===== src/rtl/cpu_ctrl_pkg.sv =====
// Shared encodings for the Mini SRC control sequencer: opcodes, ALU codes,
// sequencer states and the instruction classes that select execute sequences.
`timescale 1ns/1ps
package cpu_ctrl_pkg;

  localparam logic [4:0] OP_LD   = 5'b00000;
  localparam logic [4:0] OP_LDI  = 5'b00001;
  localparam logic [4:0] OP_ST   = 5'b00010;
  localparam logic [4:0] OP_ADD  = 5'b00011;
  localparam logic [4:0] OP_SHL  = 5'b01011;
  localparam logic [4:0] OP_ADDI = 5'b01100;
  localparam logic [4:0] OP_ANDI = 5'b01101;
  localparam logic [4:0] OP_ORI  = 5'b01110;
  localparam logic [4:0] OP_MUL  = 5'b01111;
  localparam logic [4:0] OP_DIV  = 5'b10000;
  localparam logic [4:0] OP_NEG  = 5'b10001;
  localparam logic [4:0] OP_NOT  = 5'b10010;
  localparam logic [4:0] OP_BR   = 5'b10011;
  localparam logic [4:0] OP_JR   = 5'b10100;
  localparam logic [4:0] OP_JAL  = 5'b10101;
  localparam logic [4:0] OP_IN   = 5'b10110;
  localparam logic [4:0] OP_OUT  = 5'b10111;
  localparam logic [4:0] OP_MFHI = 5'b11000;
  localparam logic [4:0] OP_MFLO = 5'b11001;
  localparam logic [4:0] OP_NOP  = 5'b11010;
  localparam logic [4:0] OP_HALT = 5'b11011;

  localparam logic [4:0] ALU_NONE = 5'b00000;
  localparam logic [4:0] ALU_ADD  = 5'b00011;
  localparam logic [4:0] ALU_AND  = 5'b00101;
  localparam logic [4:0] ALU_OR   = 5'b00110;

  typedef enum logic [3:0] {
    S_T0, S_T1, S_T2, S_T3, S_T4, S_T5, S_T6, S_T7, S_HALT
  } state_t;

  typedef enum logic [3:0] {
    C_LD, C_LDI, C_ST, C_ALU3, C_ALUI, C_BR, C_JR, C_JAL,
    C_IN, C_OUT, C_MFHI, C_MFLO, C_NOP, C_HALT
  } instr_class_t;

  // True in the final step of an instruction's sequence.
  function automatic logic is_last_step(state_t s, instr_class_t c);
    logic last;
    last = 1'b0;
    case (s)
      S_T2:    last = (c == C_NOP) || (c == C_HALT);
      S_T3:    last = (c == C_JR) || (c == C_IN) || (c == C_OUT) ||
                      (c == C_MFHI) || (c == C_MFLO);
      S_T4:    last = (c == C_JAL);
      S_T5:    last = (c == C_LDI) || (c == C_ALU3) || (c == C_ALUI);
      S_T6:    last = (c == C_BR);
      S_T7:    last = 1'b1;
      default: last = 1'b0;
    endcase
    return last;
  endfunction

endpackage


===== src/rtl/control_unit_decode.sv =====
// Opcode to instruction-class and ALU-operation decoder; anything not listed,
// including mul/div/neg/not, falls through to the nop class.
`timescale 1ns/1ps
module instr_class_decode
  import cpu_ctrl_pkg::*;
(
  input  logic [4:0]   opcode,
  output instr_class_t iclass,
  output logic [4:0]   alu_code
);

  always_comb begin
    iclass   = C_NOP;
    alu_code = ALU_ADD;
    case (opcode) inside
      OP_LD:           iclass = C_LD;
      OP_LDI:          iclass = C_LDI;
      OP_ST:           iclass = C_ST;
      [OP_ADD:OP_SHL]: begin
        iclass   = C_ALU3;
        alu_code = opcode;
      end
      OP_ADDI:         iclass = C_ALUI;
      OP_ANDI: begin
        iclass   = C_ALUI;
        alu_code = ALU_AND;
      end
      OP_ORI: begin
        iclass   = C_ALUI;
        alu_code = ALU_OR;
      end
      OP_BR:           iclass = C_BR;
      OP_JR:           iclass = C_JR;
      OP_JAL:          iclass = C_JAL;
      OP_IN:           iclass = C_IN;
      OP_OUT:          iclass = C_OUT;
      OP_MFHI:         iclass = C_MFHI;
      OP_MFLO:         iclass = C_MFLO;
      OP_HALT:         iclass = C_HALT;
      OP_MUL, OP_DIV, OP_NEG, OP_NOT, OP_NOP: iclass = C_NOP;
      default:         iclass = C_NOP;
    endcase
  end

endmodule


===== src/rtl/control_unit.sv =====
// Hardwired Moore sequencer for Mini SRC: shared fetch T0-T2, per-class execute
// T3-T7. State advances on the falling clock edge so strobes settle before capture.
`timescale 1ns/1ps
module control_unit
  import cpu_ctrl_pkg::*;
(
  input  logic        clock,
  input  logic        clear,
  input  logic [31:0] IR,
  input  logic        CON,
  input  logic        stop,
  output logic        run,
  output logic        PCout, IncPC, PCin, MARin, MDRin, MDRout, IRin, Yin,
  output logic        Gra, Grb, Grc, Rin, Rout, BAout, R15in,
  output logic        read, write, RAMenable,
  output logic        Cout, ZLOin, ZLOout, ZHIout, ZMuxEnable, ZMuxOut, ZSelect, conin,
  output logic        OutPortenable, PortInout,
  output logic [4:0]  aluControl
);

  state_t       state, next_state;
  instr_class_t iclass;
  logic [4:0]   alu_code;
  logic         stop_pending;
  logic         unused_ir;

  assign unused_ir = ^IR[26:0];

  instr_class_decode u_decode (
    .opcode   (IR[31:27]),
    .iclass   (iclass),
    .alu_code (alu_code)
  );

  // A stop pulse seen at any edge is remembered until the running instruction ends.
  always_ff @(negedge clock or negedge clear) begin
    if (!clear) begin
      state        <= S_T0;
      stop_pending <= 1'b0;
    end else begin
      state        <= next_state;
      stop_pending <= stop_pending | stop;
    end
  end

  always_comb begin
    next_state = state;
    if (state == S_HALT) begin
      next_state = S_HALT;
    end else if (is_last_step(state, iclass)) begin
      next_state = (iclass == C_HALT || stop || stop_pending) ? S_HALT : S_T0;
    end else begin
      case (state)
        S_T0:    next_state = S_T1;
        S_T1:    next_state = S_T2;
        S_T2:    next_state = S_T3;
        S_T3:    next_state = S_T4;
        S_T4:    next_state = S_T5;
        S_T5:    next_state = S_T6;
        S_T6:    next_state = S_T7;
        default: next_state = S_T0;
      endcase
    end
  end

  always_comb begin
    run = 1'b1;
    PCout = 1'b0; IncPC = 1'b0; PCin = 1'b0; MARin = 1'b0;
    MDRin = 1'b0; MDRout = 1'b0; IRin = 1'b0; Yin = 1'b0;
    Gra = 1'b0; Grb = 1'b0; Grc = 1'b0; Rin = 1'b0; Rout = 1'b0;
    BAout = 1'b0; R15in = 1'b0;
    read = 1'b0; write = 1'b0; RAMenable = 1'b0;
    Cout = 1'b0; ZLOin = 1'b0; ZLOout = 1'b0; ZHIout = 1'b0;
    ZMuxEnable = 1'b0; ZMuxOut = 1'b0; ZSelect = 1'b0; conin = 1'b0;
    OutPortenable = 1'b0; PortInout = 1'b0;
    aluControl = ALU_NONE;
    if (clear) begin
      case (state)
        S_T0: begin PCout = 1'b1; MARin = 1'b1; IncPC = 1'b1; end
        S_T1: begin read = 1'b1; RAMenable = 1'b1; MDRin = 1'b1; end
        S_T2: begin MDRout = 1'b1; IRin = 1'b1; end
        S_T3: begin
          case (iclass)
            C_LD, C_LDI, C_ST, C_ALU3, C_ALUI: begin Grb = 1'b1; Rout = 1'b1; Yin = 1'b1; end
            C_BR:   begin Gra = 1'b1; Rout = 1'b1; conin = 1'b1; end
            C_JR:   begin Gra = 1'b1; Rout = 1'b1; PCin = 1'b1; end
            C_JAL:  begin PCout = 1'b1; R15in = 1'b1; end
            C_IN:   begin PortInout = 1'b1; Gra = 1'b1; Rin = 1'b1; end
            C_OUT:  begin Gra = 1'b1; Rout = 1'b1; OutPortenable = 1'b1; end
            C_MFHI: begin ZHIout = 1'b1; Gra = 1'b1; Rin = 1'b1; end
            C_MFLO: begin ZLOout = 1'b1; Gra = 1'b1; Rin = 1'b1; end
            default: ;
          endcase
        end
        S_T4: begin
          case (iclass)
            C_LD, C_LDI, C_ST, C_ALUI: begin Cout = 1'b1; ZLOin = 1'b1; aluControl = alu_code; end
            C_ALU3: begin Grc = 1'b1; Rout = 1'b1; ZLOin = 1'b1; aluControl = alu_code; end
            C_BR:   begin PCout = 1'b1; Yin = 1'b1; end
            C_JAL:  begin Gra = 1'b1; Rout = 1'b1; PCin = 1'b1; end
            default: ;
          endcase
        end
        S_T5: begin
          case (iclass)
            C_LD, C_ST: begin ZMuxEnable = 1'b1; ZMuxOut = 1'b1; MARin = 1'b1; end
            C_LDI, C_ALU3, C_ALUI: begin ZMuxEnable = 1'b1; ZMuxOut = 1'b1; Gra = 1'b1; Rin = 1'b1; end
            C_BR: begin Cout = 1'b1; ZLOin = 1'b1; aluControl = ALU_ADD; end
            default: ;
          endcase
        end
        S_T6: begin
          case (iclass)
            C_ST: begin Gra = 1'b1; Rout = 1'b1; MDRin = 1'b1; end
            C_LD: begin read = 1'b1; RAMenable = 1'b1; MDRin = 1'b1; end
            C_BR: begin ZMuxEnable = 1'b1; ZMuxOut = 1'b1; PCin = CON; end
            default: ;
          endcase
        end
        S_T7: begin
          case (iclass)
            C_ST: begin write = 1'b1; RAMenable = 1'b1; end
            C_LD: begin MDRout = 1'b1; Gra = 1'b1; Rin = 1'b1; end
            default: ;
          endcase
        end
        S_HALT: run = 1'b0;
        default: ;
      endcase
    end
  end

endmodule


===== config.mk =====
export PLATFORM = sky130hd
export DESIGN_NAME = control_unit
export DESIGN_NICKNAME = d
export VERILOG_FILES = /design/src/rtl/cpu_ctrl_pkg.sv /design/src/rtl/control_unit_decode.sv /design/src/rtl/control_unit.sv
export SDC_FILE = /design/constraint.sdc
export NUM_CORES = 1
export LEC_CHECK = 0
export ABC_AREA = 1
export BUFFER_PORTS_ARGS = -buffer_cell sky130_fd_sc_hd__buf_2
export CORE_MARGIN = 1
export CORE_UTILIZATION = 38
export DETAILED_ROUTE_END_ITERATION = 6
export PLACE_DENSITY = 0.88
export SYNTH_ARGS = -nofsm -noshare
export SYNTH_HDL_FRONTEND = slang
export SYNTH_SLANG_ARGS = --single-unit

===== constraint.sdc =====
create_clock -name clock -period 1.75 [get_ports clock]
set_clock_uncertainty 0.1 [all_clocks]
set_input_delay 0.35 -clock clock [delete_from_list [all_inputs] [get_ports clock]]
set_output_delay 0.35 -clock clock [all_outputs]
set_load 0.05 [all_outputs]

==> results of run 1 <==
==> cell usage after synthesis (all sizes together), types with 2 or more instances <==
| master | number | share of area [%] |
|---|---|---|
| a21oi | 9 | 5.0 |
| a31oi | 2 | 1.2 |
| buf | 7 | 5.1 |
| clkinv | 2 | 0.71 |
| dfrtn | 5 | 12 |
| inv | 26 | 9.2 |
| nand2 | 45 | 19 |
| nand3 | 21 | 13 |
| nand4 | 4 | 2.4 |
| nor2 | 35 | 15 |
| nor3 | 10 | 6.1 |
| o2111a | 2 | 2.1 |
| o211ai | 2 | 1.4 |
| o21ai | 4 | 1.9 |
| o22ai | 2 | 1.2 |
==> cells by family after synthesis <==
group,share of synthesized area [%]
AOI/OAI and AO/OA,15.8
buffers and inverters,15.3
DFF,11.8
other,0.354
and+or+nand+nor,56.7
==> through the flow <==
step | setup TNS [ns] | hold WS [ns] | utilization, % | setup WS [ns] | instances
2_1_floorplan | -30.82 | 0.295 | - | -1.09 | 186
3_3_place_gp | -33.41 | 0.310 | 83.7 | -1.05 | 319
3_5_place_dp | -35.39 | 0.309 | 83.7 | -1.16 | 319
==> flow_metrics.py, run 1 <==
metrics = {
    "cts": {
        "cts_resized": 101,
        "cts.sinks": 5,
        "post_cts_buffers": 6,
        "cts_buffer_depth": 2,
        "h-tree-depth": 1,
        "cts_buffers": 3,
        "root_buffer": "clkbuf_4",
        "ctsHoldBuffers": 0,
    },
    "synth": {
        "yosysUniqueCellTypes": 34,
        "ys_ff_latch": 5,
        "synthArstFlopShare_pct": 100,
        "synthCells": 184,
        "syn_area_um2": 1060,
        "synth_flop_cell": "dfrtn_1",
        "synth_edf_count": 0,
        "syn_avg_cell_area_um2": 5.76,
        "yosysSeqAreaShare_pct": 11.8,
        "yosys_warnings": 0,
    },
    "floorplanning": {
        "die_w_um": 54.8,
        "pin_count": 70,
        "floorplan.rows": 18,
        "start_util_pct": 41.6,
        "die_y_um": 54.8,
    },
    "run_status": {
        "haltStage": "4_1_cts",
        "first-error": "[ERROR DPL-0033] detailed placement checks failed during check placement.",
        "status": "aborted with a tool error",
    },
    "place": {
        "hpwl_um": 3840,
        "place_area_um2": 2130,
        "io_buffer_count": 39,
        "gp_congestion": 0.977,
    },
}
==> run 2: changes to the inputs <==
Settings changed: CORE_AREA set to 2 2 63 65, CORE_MARGIN 1 to not set, CORE_UTILIZATION 38 to not set, DIE_AREA set to 0 0 65 67, PLACE_DENSITY 0.88 to not set, PLACE_DENSITY_LB_ADDON set to 0.15.
Clock period 1.75 ns to 2.3 ns, I/O delays scaled along.
==> run 2 against run 1 <==
  * The flow now finishes, with violations (setup timing)
  * Synthesized cell count did not move
  * Area after synthesis is the same
==> flow_metrics.py, run 2 <==
metrics = {
    "worst_setup_path": {
        "r2r_start": "state[2]",
        "r2r-end": "state[2]",
        "crit_path_max_fanout": 4,
        "worstSetupEndpointType": "primary output",
        "reg2reg_slack_ns": 0.54,
        "worst-setup-path-type": "register to primary output",
        "cp-start-kind": "register",
        "reg2reg_depth": 10,
        "path_buf_inv": 2,
        "critPathTopFamily": "flip-flops",
        "worstPathRequired_ns": 1.74,
        "cpMaxStageDelayCell": "dfrtn_1",
        "slowest_delay_ns": 0.48,
        "crit_chain": "nand2_4 -> nor3_4 -> buf_6 -> nand2_2 -> o22ai_4 -> buf_6",
        "cp_data_arrival_time_ns": 2.83,
        "cpMostUsedCell": "buf_6",
    },
    "cts": {
        "h-tree-depth": 1,
        "cts_buffer_depth": 2,
        "clkTransAtPathRegs_ns": 0.03,
        "ctsHoldBuffers": 0,
        "cts_tree": "yes",
        "cts.sinks": 5,
        "clock_latency_ns": 0.24,
        "root_buffer": "clkbuf_8",
        "cts_buffers": 3,
    },
    "sta": {
        "maxSlewHeadroom_pct": 57.4,
        "worst_pin_slew_ns": 0.631,
        "fin_setup_tns_ns": -32.68,
        "final-hold-violation-count": 0,
        "setup_violations": 35,
        "drv_slew": 0,
        "worst_slack_ns": -1.09,
        "hold_ws_ns": 0.306,
        "rsz0062_at_grt": "yes",
    },
    "place": {
        "place_ws_ns": -0.916,
        "gp_congestion": 0.917,
        "dpl.cell_count": 337,
        "hpwl_um": 3480,
        "io_buffer_count": 39,
    },
    "drt": {
        "wl_per_cell_um": 13.1,
        "drt_pass1_iterations": 4,
        "wirelength_um": 4590,
        "viasPerCell": 4.69,
        "route.detailed.drc": 0,
        "drt_iter0_markers": 60,
        "ant_nets": 0,
        "num_vias": 1643,
    },
    "min_path": {
        "min_path_type": "register to register",
        "min_from": "stop_pending",
        "hold_end": "stop_pending",
        "min_path_cells": 1,
    },
    "flow_run": {
        "cap_viol_max_count": 0,
    },
    "floorplanning": {
        "die_y_um": 67,
        "core_um2": 3610,
        "die_w_um": 65,
        "die_area_um2": 4360,
        "pin_count": 70,
        "start_util_pct": 29.4,
        "floorplan.rows": 22,
    },
    "final_layout": {
        "layoutNonFillerInstCount": 350,
        "final_util_pct": 75.1,
        "fillCellCount": 279,
        "top_regs": "state x4, stop_pending x1",
        "area_growth_pct": 155,
        "top_register": "state",
        "largest_reg_flops": 4,
        "layout.nets": 339,
        "regArea_um2": 125,
        "multi_input_area_um2": 1250,
        "final_common_cell": "buf_4",
        "n_antenna_cell": 0,
        "layout_common_cells": "69 x buf_4, 39 x buf_6, 22 x nand2_1",
        "drive_above_1_share_pct": 74.2,
    },
    "run_status": {
        "status": "finished, violations left",
        "violations": "setup timing",
    },
    "pwr": {
        "p_seq_share_pct": 19.2,
        "combPwrFrac_pct": 46.1,
        "p_int_mw": 0.296,
        "peakVddDrop_mv": 0.214,
        "p_switching_mw": 0.168,
        "power_density_nw_per_um2": 171,
        "sw_frac_of_total_pct": 36.3,
        "pwr-share-clk_pct": 34.8,
        "p_leak_nw": 1.21,
    },
    "grt": {
        "overflow": 0,
        "grt_pass1_wl_um": 7320,
        "grt_usage_pct": 21.6,
        "antenna_found_initial": 0,
        "grt_max_degree": 19,
        "grt_pass1_vias": 1616,
    },
    "synth": {
        "syn_avg_cell_area_um2": 5.76,
        "synthCells": 184,
        "yosysSeqAreaShare_pct": 11.8,
        "yosys_warnings": 0,
        "yosys-top-cells-count": "35 x nand2_1, 27 x nor2_1, 19 x inv_1",
        "yosys.area.top_type": "nand2_1",
        "synth_area_leaders": "nand2_1 12%, dfrtn_1 12%, nor2_1 9.6%",
        "synth_edf_count": 0,
        "yosysUniqueCellTypes": 34,
        "synthArstFlopShare_pct": 100,
        "ys_ff_latch": 5,
        "netlist.area_leader.share_pct": 12.4,
        "synth_flop_cell": "dfrtn_1",
        "syn_area_um2": 1060,
        "synth.most_common_cell": "nand2_1",
    },
}
run 2: per-stage QoR:
| step | cell area [um2] | power, mW |
|---|---|---|
| floorplan | 1420 | 0.201 |
| global placement | 2150 | 0.279 |
| detailed placement | 2150 | 0.280 |
| CTS | 2520 | 0.453 |
| global route | 2710 | 0.491 |
| finish | 2710 | 0.464 |
run 2: logic make-up (layout without fill, tap and decap cells):
group           Yosys count  count (layout)  share of synthesized area [%]
other cells               1               3                          0.354
compound gates           25              25                           15.8
flops                     5               5                           11.8
buf+inv                  36             152                           15.3
simple gates            117             117                           56.7
run 2: how the worst max path moves through the flow:
stage,slack (ns),endpoint,start,cells past startpoint
floorplan,-0.92,ZMuxOut,state[2],5
global placement,-0.90,PCin,state[2],8
detailed placement,-0.92,PCin,state[2],8
CTS,-1.09,aluControl[0],state[0],7
global route,-1.14,PCin,state[2],7
finish,-1.09,ZMuxEnable,state[2],6
run 2: timing repair:
action | 4_1_cts | 5_1_grt
buffers inserted | 3 | 6
gates cloned | 0 | 0
gates resized for setup | 92 | 38
endpoints found under the setup margin | 35 | 35
pin swaps | 15 | 29
run 2: power groups by stage:
stage / registers, mW / logic (mW) / clock network [mW]
after floorplan: 0.0900 / 0.111 / 0
after global placement: 0.0900 / 0.189 / 0
after detailed placement: 0.0900 / 0.190 / 0
after CTS: 0.0889 / 0.200 / 0.164
after global routing: 0.0889 / 0.230 / 0.173
final: 0.0890 / 0.214 / 0.161
run 2: layout make-up:
type	instances	share of cell area, %
Multi-Input combinational cell	145	46.2
Timing Repair Buffer	120	40.7
Sequential cell	5	4.62
Inverter	28	4.53
Tap cell	48	2.22
Clock buffer	4	1.66
run 2: layer usage:
metal	share of wire [%]	GRT usage (%)	up-vias
li1	-	-	836
met1	41	27.1	750
met2	53	39.9	51
met3	4.2	2.03	6
met4	1.2	3.99	0
met5	0	0	-
run 2: worst reg2reg max path, stage by stage (launching register included):
cell and delay, ns:
dfrtn_1 0.48, nand2_4 0.11, nor3_4 0.26, buf_6 0.16, nand2_4 0.06, buf_6 0.11, nand2_4 0.06, nor2_4 0.04
nand3_4 0.07, buf_4 0.11, nor2_1 0.03
Power figures use the tool's default switching activity.
